**config.mk**
```make
export PLATFORM = sky130hd
export DESIGN_NAME = mill_rx_ctrl
export DESIGN_NICKNAME = d
export VERILOG_FILES = /design/src/rtl/mill_rx_ctrl.sv
export SDC_FILE = /design/constraint.sdc
export NUM_CORES = 1
export LEC_CHECK = 0
export ABC_AREA = 1
export BUFFER_PORTS_ARGS = -buffer_cell sky130_fd_sc_hd__clkbuf_2
export CAP_MARGIN = 20
export CORE_UTILIZATION = 52
export CTS_CLUSTER_DIAMETER = 100
export DETAILED_ROUTE_END_ITERATION = 6
export GPL_ROUTABILITY_DRIVEN = 0
export HOLD_SLACK_MARGIN = 0.06
export PLACE_DENSITY = 0.75
export SLEW_MARGIN = 15
export SYNTH_ARGS = -nofsm -noshare
export SYNTH_HDL_FRONTEND = slang
export SYNTH_SLANG_ARGS = --single-unit
```
**constraint.sdc**
```tcl
create_clock -name clk -period 1.6 [get_ports clk]
set_clock_uncertainty 0.1 [all_clocks]
set_input_delay 0 -clock clk [delete_from_list [all_inputs] [get_ports clk]]
set_output_delay 0 -clock clk [all_outputs]
set_load 0.005 [all_outputs]
```
**src/rtl/mill_rx_ctrl.sv**
```systemverilog
// -----------------------------------------------------------------------------
// mill_rx_ctrl
//
// Frame-level receive controller for a modified-Miller downlink. It arms the
// Miller demodulator, takes the decoded NRZ-L bit stream, detects start of
// frame, assembles 8-bit bytes (LSB first) with an odd-parity bit, and detects
// end of frame by an idle timeout after the last decoded bit.
//
// Parameters
//   TIMEOUT_CLKS   idle clocks after the last decoded bit that end the frame
//   MAX_BYTES      maximum data bytes per frame
//
// Ports
//   clk            847.5 kHz (fc/16) clock, the only clock
//   rst_n          synchronous active-low reset
//   in_start       one-cycle request to arm reception (honoured in IDLE only)
//   in_abort       one-cycle request to cancel reception
//   in_bit_valid   one-cycle strobe for in_bit
//   in_bit         decoded NRZ-L bit
//   out_dem_enable demodulator enable (high in WAIT_SOF and DATA)
//   out_byte       received byte, LSB first on air
//   out_byte_valid one-cycle strobe qualifying out_byte / out_nbits
//   out_nbits      valid bits in out_byte (8, or 7 for a short frame)
//   out_parity_err sticky per-frame odd-parity failure
//   out_frame_done one-cycle end-of-frame strobe
//   out_frame_err  framing error, valid with out_frame_done
//   out_byte_cnt   bytes emitted in the current frame
//   out_busy       high whenever the controller is not IDLE
// -----------------------------------------------------------------------------
module mill_rx_ctrl #(
    parameter int TIMEOUT_CLKS = 32,
    parameter int MAX_BYTES    = 64
) (
    input  logic       clk,
    input  logic       rst_n,
    input  logic       in_start,
    input  logic       in_abort,
    input  logic       in_bit_valid,
    input  logic       in_bit,
    output logic       out_dem_enable,
    output logic [7:0] out_byte,
    output logic       out_byte_valid,
    output logic [3:0] out_nbits,
    output logic       out_parity_err,
    output logic       out_frame_done,
    output logic       out_frame_err,
    output logic [6:0] out_byte_cnt,
    output logic       out_busy
);

    localparam int TW = $clog2(TIMEOUT_CLKS + 1);

    typedef enum logic [1:0] {
        IDLE     = 2'd0,
        WAIT_SOF = 2'd1,
        DATA     = 2'd2,
        DONE     = 2'd3
    } state_t;

    state_t        state_q, state_d;
    logic [3:0]    k_q, k_d;
    logic [7:0]    shreg_q, shreg_d;
    logic [TW-1:0] tmo_q, tmo_d;
    logic [6:0]    byte_cnt_q, byte_cnt_d;
    logic          parity_err_q, parity_err_d;
    logic [7:0]    byte_q, byte_d;
    logic [3:0]    nbits_q, nbits_d;
    logic          byte_valid_q, byte_valid_d;
    logic          frame_done_q, frame_done_d;
    logic          frame_err_q, frame_err_d;
    logic          dem_enable_q, dem_enable_d;
    logic          parity_ok;

    always_comb begin
        state_d      = state_q;
        k_d          = k_q;
        shreg_d      = shreg_q;
        tmo_d        = tmo_q;
        byte_cnt_d   = byte_cnt_q;
        parity_err_d = parity_err_q;
        byte_d       = byte_q;
        nbits_d      = nbits_q;
        byte_valid_d = 1'b0;
        frame_done_d = 1'b0;
        frame_err_d  = frame_err_q;
        // The parity bit is never stored: it is checked as it arrives.
        parity_ok    = ^{in_bit, shreg_q};

        unique case (state_q)
            IDLE: begin
                if (in_start) begin
                    state_d      = WAIT_SOF;
                    k_d          = 4'd0;
                    shreg_d      = 8'd0;
                    tmo_d        = '0;
                    byte_cnt_d   = 7'd0;
                    parity_err_d = 1'b0;
                    frame_err_d  = 1'b0;
                end
            end

            WAIT_SOF: begin
                if (in_abort) begin
                    state_d = IDLE;
                end else if (in_bit_valid) begin
                    if (in_bit) begin
                        state_d = DATA;
                        tmo_d   = '0;
                    end else begin
                        state_d      = DONE;
                        frame_done_d = 1'b1;
                        frame_err_d  = 1'b1;
                    end
                end
            end

            DATA: begin
                if (in_abort) begin
                    state_d = IDLE;
                end else if (in_bit_valid) begin
                    // A bit always wins over a timeout expiring in the same cycle.
                    tmo_d = '0;
                    if (k_q == 4'd8) begin
                        k_d = 4'd0;
                        if (byte_cnt_q == 7'(MAX_BYTES)) begin
                            state_d      = DONE;
                            frame_done_d = 1'b1;
                            frame_err_d  = 1'b1;
                        end else begin
                            byte_d       = shreg_q;
                            nbits_d      = 4'd8;
                            byte_valid_d = 1'b1;
                            byte_cnt_d   = byte_cnt_q + 7'd1;
                            if (!parity_ok) begin
                                parity_err_d = 1'b1;
                            end
                        end
                    end else begin
                        for (int i = 0; i < 8; i++) begin
                            if (k_q == 4'(i)) begin
                                shreg_d[i] = in_bit;
                            end
                        end
                        k_d = k_q + 4'd1;
                    end
                end else if (tmo_q == TW'(TIMEOUT_CLKS - 1)) begin
                    // End of frame: classify by how far into the slot we got.
                    tmo_d        = '0;
                    state_d      = DONE;
                    frame_done_d = 1'b1;
                    if (k_q == 4'd1 && !shreg_q[0]) begin
                        // Lone trailing 0 is the EOF marker.
                        frame_err_d = 1'b0;
                    end else if (k_q == 4'd8 && byte_cnt_q == 7'd0 && !shreg_q[7]) begin
                        // Short frame: 7 data bits followed by the EOF 0.
                        byte_d       = {1'b0, shreg_q[6:0]};
                        nbits_d      = 4'd7;
                        byte_valid_d = 1'b1;
                        byte_cnt_d   = 7'd1;
                        frame_err_d  = 1'b0;
                    end else begin
                        frame_err_d = 1'b1;
                    end
                end else begin
                    tmo_d = tmo_q + TW'(1);
                end
            end

            DONE: begin
                state_d = IDLE;
            end

            default: begin
                state_d = IDLE;
            end
        endcase

        dem_enable_d = (state_d == WAIT_SOF) || (state_d == DATA);
    end

    always_ff @(posedge clk) begin
        if (!rst_n) begin
            state_q      <= IDLE;
            k_q          <= 4'd0;
            shreg_q      <= 8'd0;
            tmo_q        <= '0;
            byte_cnt_q   <= 7'd0;
            parity_err_q <= 1'b0;
            byte_q       <= 8'd0;
            nbits_q      <= 4'd0;
            byte_valid_q <= 1'b0;
            frame_done_q <= 1'b0;
            frame_err_q  <= 1'b0;
            dem_enable_q <= 1'b0;
        end else begin
            state_q      <= state_d;
            k_q          <= k_d;
            shreg_q      <= shreg_d;
            tmo_q        <= tmo_d;
            byte_cnt_q   <= byte_cnt_d;
            parity_err_q <= parity_err_d;
            byte_q       <= byte_d;
            nbits_q      <= nbits_d;
            byte_valid_q <= byte_valid_d;
            frame_done_q <= frame_done_d;
            frame_err_q  <= frame_err_d;
            dem_enable_q <= dem_enable_d;
        end
    end

    assign out_dem_enable = dem_enable_q;
    assign out_byte       = byte_q;
    assign out_byte_valid = byte_valid_q;
    assign out_nbits      = nbits_q;
    assign out_parity_err = parity_err_q;
    assign out_frame_done = frame_done_q;
    assign out_frame_err  = frame_err_q;
    assign out_byte_cnt   = byte_cnt_q;
    assign out_busy       = (state_q != IDLE);

endmodule
```
## After elaboration in Yosys (flattened, before gate mapping)

Cells that the tools add are included.

| cells by class | value |
|---|---|
| mux-type cells | 90 |
| equal/unequal tests | 43 |
| bitwise operators | 3 |
| reductions and logical operators | 30 |
| add/sub/neg operators | 3 |

Operators by type and width:

| cell | count |
|---|---|
| $mux W8 | 10 |
| $mux W7 | 8 |
| $reduce_and A6 Y1 | 9 |
| $mux W6 | 7 |
| $ne A2 B2 Y1 const B | 21 |
| $mux W4 | 10 |
| $mux W1 | 39 |
| $ne A3 B3 Y1 const B | 6 |
| $pmux W6 S3 | 1 |
| $eq A4 B3 Y1 const B | 4 |
| $mux W2 | 8 |
| $pmux W8 S2 | 1 |
| $pmux W7 S2 | 1 |
| $reduce_and A7 Y1 | 2 |
| $reduce_and A9 Y1 | 1 |
| $reduce_xor A9 Y1 | 1 |
| $eq A4 B2 Y1 const B | 2 |
| $pmux W2 S4 | 1 |
| $pmux W4 S2 | 1 |
| $reduce_and A8 Y1 | 1 |
| $reduce_bool A2 Y1 | 4 |
| $add A7 B1 Y7 const B | 1 |
| $eq A7 B7 Y1 const B | 1 |
| $logic_not A7 Y1 | 1 |
| other kinds (19) | 28 |

| word-level totals | value |
|---|---|
| logic and storage cells | 188 |
| output and inout port bits | 25 |
| input bits | 6 |
| flip-flop bits (word level) | 44 |

## Depth between registers and ports, before layout

| depth | value |
|---|---|
| depth in word-level cells | 9 |
| gate-level depth with buffers | 14 |
| depth with buffers taken out | 14 |

## Worst setup path after synthesis

No wires, ideal clock.

| timing path | value |
|---|---|
| path type | register to register |
| start | reg state_q[0] |
| end | reg byte_cnt_q[5], in the netlist out_byte_cnt[5] |
| arrival time | 1.520 ns |
| library setup time | 0.114 ns |
| clock period less this slack | 1.734 ns |
| data required time | 1.386 ns |
| path buffers | 1 |
| setup slack | -0.134 ns |
| stages on the path, launching flop included | 12 |
| path through | dfxtp_1 inv_1 ha_1 buf_6 nor2_4 clkinv_1 nand2_1 inv_2 nand4_4 clkinv_4 a21oi_1 nor2_1 |

| between the ends | value |
|---|---|
| cells in the longest elaborated chain, start to end | 3 |
| elaborated cells between the ends (all ways) | 12 |
| classes of those cells | 8 x eq/ne; 1 x mux; 3 x reduce/logical |

RTL lines:

| element | line | text |
|---|---|---|
| start: declaration | 60 | `state_t state_q, state_d;` |
| start signal: assignment | 196 | `state_q <= state_d;` |
| $eq A2 B2 Y1 / $logic_not A2 Y1 (equally long branches) | 89 | `unique case (state_q)` |
| $ne A3 B3 Y1 (no line), or another cell as far along | n/a |  |
| $reduce_and A8 Y1 (no line) | n/a |  |
| end signal: assignment | 200 | `byte_cnt_q <= byte_cnt_d;` |
| end: declaration | 64 | `logic [6:0] byte_cnt_q, byte_cnt_d;` |

Parallel ways exist; a longest one is shown, timed or not.
A chain may end at the register's enable or synchronous reset.

## Final worst setup path

| timing path | value |
|---|---|
| start | reg byte_cnt_q[0], in the netlist out_byte_cnt[0] |
| end | reg byte_cnt_q[3], in the netlist out_byte_cnt[3] |

| between the ends | value |
|---|---|
| cells in the longest elaborated chain, start to end | 6 |
| elaborated cells between the ends (all ways) | 13 |
| classes of those cells | 1 x add/sub; 3 x eq/ne; 5 x mux; 4 x reduce/logical |

RTL lines:

| element | line | text |
|---|---|---|
| $add A7 B1 Y7 | 133 | `byte_cnt_d = byte_cnt_q + 7'd1;` |
| $mux W7 | 125 | `if (byte_cnt_q == 7'(MAX_BYTES)) begin` |
| $mux W7 | 123 | `if (k_q == 4'd8) begin` |
| $mux W7 | 120 | `end else if (in_bit_valid) begin` |
| $mux W7 | 118 | `if (in_abort) begin` |
| $pmux W7 S2 | 89 |  |

Parallel ways exist; a longest one is shown, timed or not. The select of a mux whose other input is x is not followed.

==> flow_metrics.tcl <==
set metrics [dict create \
    crit_start "out_byte_cnt[0]$_SDFFE_PN0P_" \
    start_kind "flip-flop" \
    grt_antenna_before_repair 0 \
    synthesis.area_um2 2510 \
    antenna_left 0 \
    end_kind "flip-flop" \
    io_buffers 30 \
    syn_nets 368 \
    die_w_um 71.5 \
    clk_latency_ps 310 \
    slew_viol_final 0 \
    hold_ws_ps 187 \
    max_stage_delay_ps 350 \
    yosysSeqAreaShare_pct 33.5 \
    hold_viol 0 \
    period_needed_ps 1880 \
    final.period_utilization_pct 118 \
    start_util_pct 55.7 \
    diodes 0 \
    clock-sinks 42 \
    final.setup.worst_slack_ps -281 \
    cts_htree_levels 2 \
    path_class "reg -> reg" \
    path_cells "inv_2, ha_4, nand2_4, nor2_4, buf_6, nand2_8, nand2_4, nand4_4, clkinv_4, nand3_4, a21oi_2" \
    r2r_start "out_byte_cnt[0]$_SDFFE_PN0P_" \
    crit_family "simple AND/OR/NAND/NOR gates" \
    cts_buffer_depth 2 \
    crit_path_frequent_cell "nand2_4" \
    min_path_type "in -> reg" \
    crit_buf_inv 3 \
    cts_tree "yes" \
    core-area_um2 4500 \
    setup_viol 42 \
    final_cell_mix "54 x nand2_1, 54 x buf_4, 36 x dfxtp_1" \
    die_height_um 71.5 \
    final_nets 464 \
    grt_pass1_vias 2655 \
    path_clk_slew_ps 90 \
    synth_edf_count 0 \
    post_drt_wl_per_cell_um 17.6 \
    vias_per_cell 5.81 \
    grt_pass1_wl_um 11900 \
    synthFlopType "dfxtp_1" \
    firstDrtPassIters 5 \
    syn2layout_area_growth_pct 46.9 \
    drive_above_1_share_pct 48.4 \
    worstPathMaxFanout 7 \
    yosys.cell_types.count 41 \
    rsz0062_at_grt "yes" \
    drv_cap 0 \
    rows 24 \
    hp-start "in_bit_valid" \
    grt_usage_pct 29.8 \
    arrival_ps 2020 \
    slowest_stage "dfxtp_2" \
    worst_slew_pin_slew_ps 500 \
    yosysWarnings 0 \
    ir_worst_vdd_v 0.000607 \
    dieArea_um2 5110 \
    violations "negative setup slack" \
    post_dp_cell_area_um2 3030 \
    avgSynthCellArea_um2 7.15 \
    cts-root-buf "clkbuf_8" \
    final_area_um2 3690 \
    synth-seq-cells 42 \
    grt_max_degree 21 \
    hpwl_um 4620 \
    status "complete, but fails checks" \
    grt_overflow 0 \
    first_iter_violations 335 \
    slew_headroom_pct 66.5 \
    worstPathRequired_ps 1740 \
    ios 31 \
    drc_errors 0 \
    final_util_pct 81.9 \
    power.density_nw_per_um2 688 \
    drt_wl_total_um 8820 \
    synthArstFlopShare_pct 0 \
    power_leakage_uw 0.00156 \
    cts_made_buffers 5 \
    max_freq_ghz 0.532 \
    synthCells 351 \
    vias 2906 \
]
Yosys cell counts, types with 2 or more instances:
master	number	area share (%)
nand2_2	3	0.75
nand4_1	3	0.75
nor3_1	5	1.0
nor3b_1	2	0.60
buf_4	3	0.90
inv_1	29	4.3
dfxtp_1	42	33
clkinv_1	2	0.30
buf_6	2	0.90
nor2_4	6	2.7
clkbuf_1	2	0.30
o21ai_0	9	1.8
a21oi_2	7	2.4
o21ai_1	10	2.0
nor2_1	39	5.8
inv_2	14	2.1
xor2_1	3	1.0
nand3_2	5	2.0
nand3_1	24	4.8
o21a_1	2	0.60
nand2_1	74	11
a21oi_1	29	5.8
xnor2_1	6	2.1
buf_2	2	0.40
nand2_4	2	0.90
ha_1	11	5.5
flip-flops by register name, indices dropped and copies added, names as in the netlist:
| register | count |
|---|---|
| k_q | 4 |
| out_byte_cnt | 7 |
| out_frame_err | 1 |
| out_frame_done | 1 |
| shreg_q | 8 |
| out_nbits | 2 |
| out_byte_valid | 1 |
| state_q | 2 |
| out_dem_enable | 1 |
| out_parity_err | 1 |
| tmo_q | 6 |
| out_byte | 8 |
what timing repair did:
| item | CTS | global route |
|---|---|---|
| pin swaps | 12 | 30 |
| resized for setup | 39 | 68 |
| setup buffers | 9 | 9 |
| gates cloned | 2 | 0 |
| hold buffers | 4 | 0 |
| endpoints found under the hold margin | 13 | 0 |
| endpoints found under the setup margin | 37 | 41 |
final timing paths:
| path | cells after the start | endpoint | slack [ps] |
|---|---|---|---|
| min | 3 | out_frame_done$_SDFF_PN0_ | 190 |
| max | 11 | out_byte_cnt[3]$_SDFFE_PN0P_ | -280 |
| min reg2reg | 2 | out_parity_err$_SDFFE_PN0P_ | 350 |
| max reg2reg | 11 | out_byte_cnt[3]$_SDFFE_PN0P_ | -280 |
where the power goes:
group | switching [µW] | internal, µW | total (µW)
combinational | 331 | 255 | 586
sequential | 22.3 | 1070 | 1090
clock | 403 | 460 | 863
total | 756 | 1780 | 2540
cell type report:
class	count	area (µm²)
Clock buffer	5	68.8
Timing Repair Buffer	98	726
Inverter	46	201
Sequential cell	42	853
Clock inverter	3	40.0
Fill cell	269	815
Tap cell	52	65.1
Multi-Input combinational cell	254	1740
worst register-to-register path: stages, from the launching register on:
cell and delay, ps:
dfxtp_2 350, inv_2 70, ha_4 140, nand2_4 60, nor2_4 200, buf_6 160, nand2_8 70, nand2_4 70
nand4_4 180, clkinv_4 160, nand3_4 80, a21oi_2 180
kinds of logic after synthesis:
kind of cell    Yosys count  share of synthesized area [%]
compound gates           64                           14.8
xor+xnor                  9                           3.14
fa+ha+maj                11                           5.48
buf+inv                  56                           9.77
flops                    42                           33.5
simple gates            169                           33.3
routing by layer:
layer  vias up  part of all wire, %  routed length [µm]  global-route usage, %
met5         -                    0                   0                      0
met1      1322                   37                3260                   35.5
met3        65                  7.9                 697                   5.34
met4         0                  6.4                 561                   15.9
li1       1330                    -                   -                      -
met2       189                   49                4290                   51.2
through the flow:
stage	TNS [ps]	total power (µW)	worst slack [ps]	std cells
floorplan	0	1360	4.74	351
global placement	-1180	1490	-83.9	469
detailed placement	-2500	1510	-178	469
CTS	-617	2410	-61.7	492
global route	-7950	2620	-320	500
finish	-5500	2540	-281	500
No activity file was read; power rests on OpenSTA's default activity.
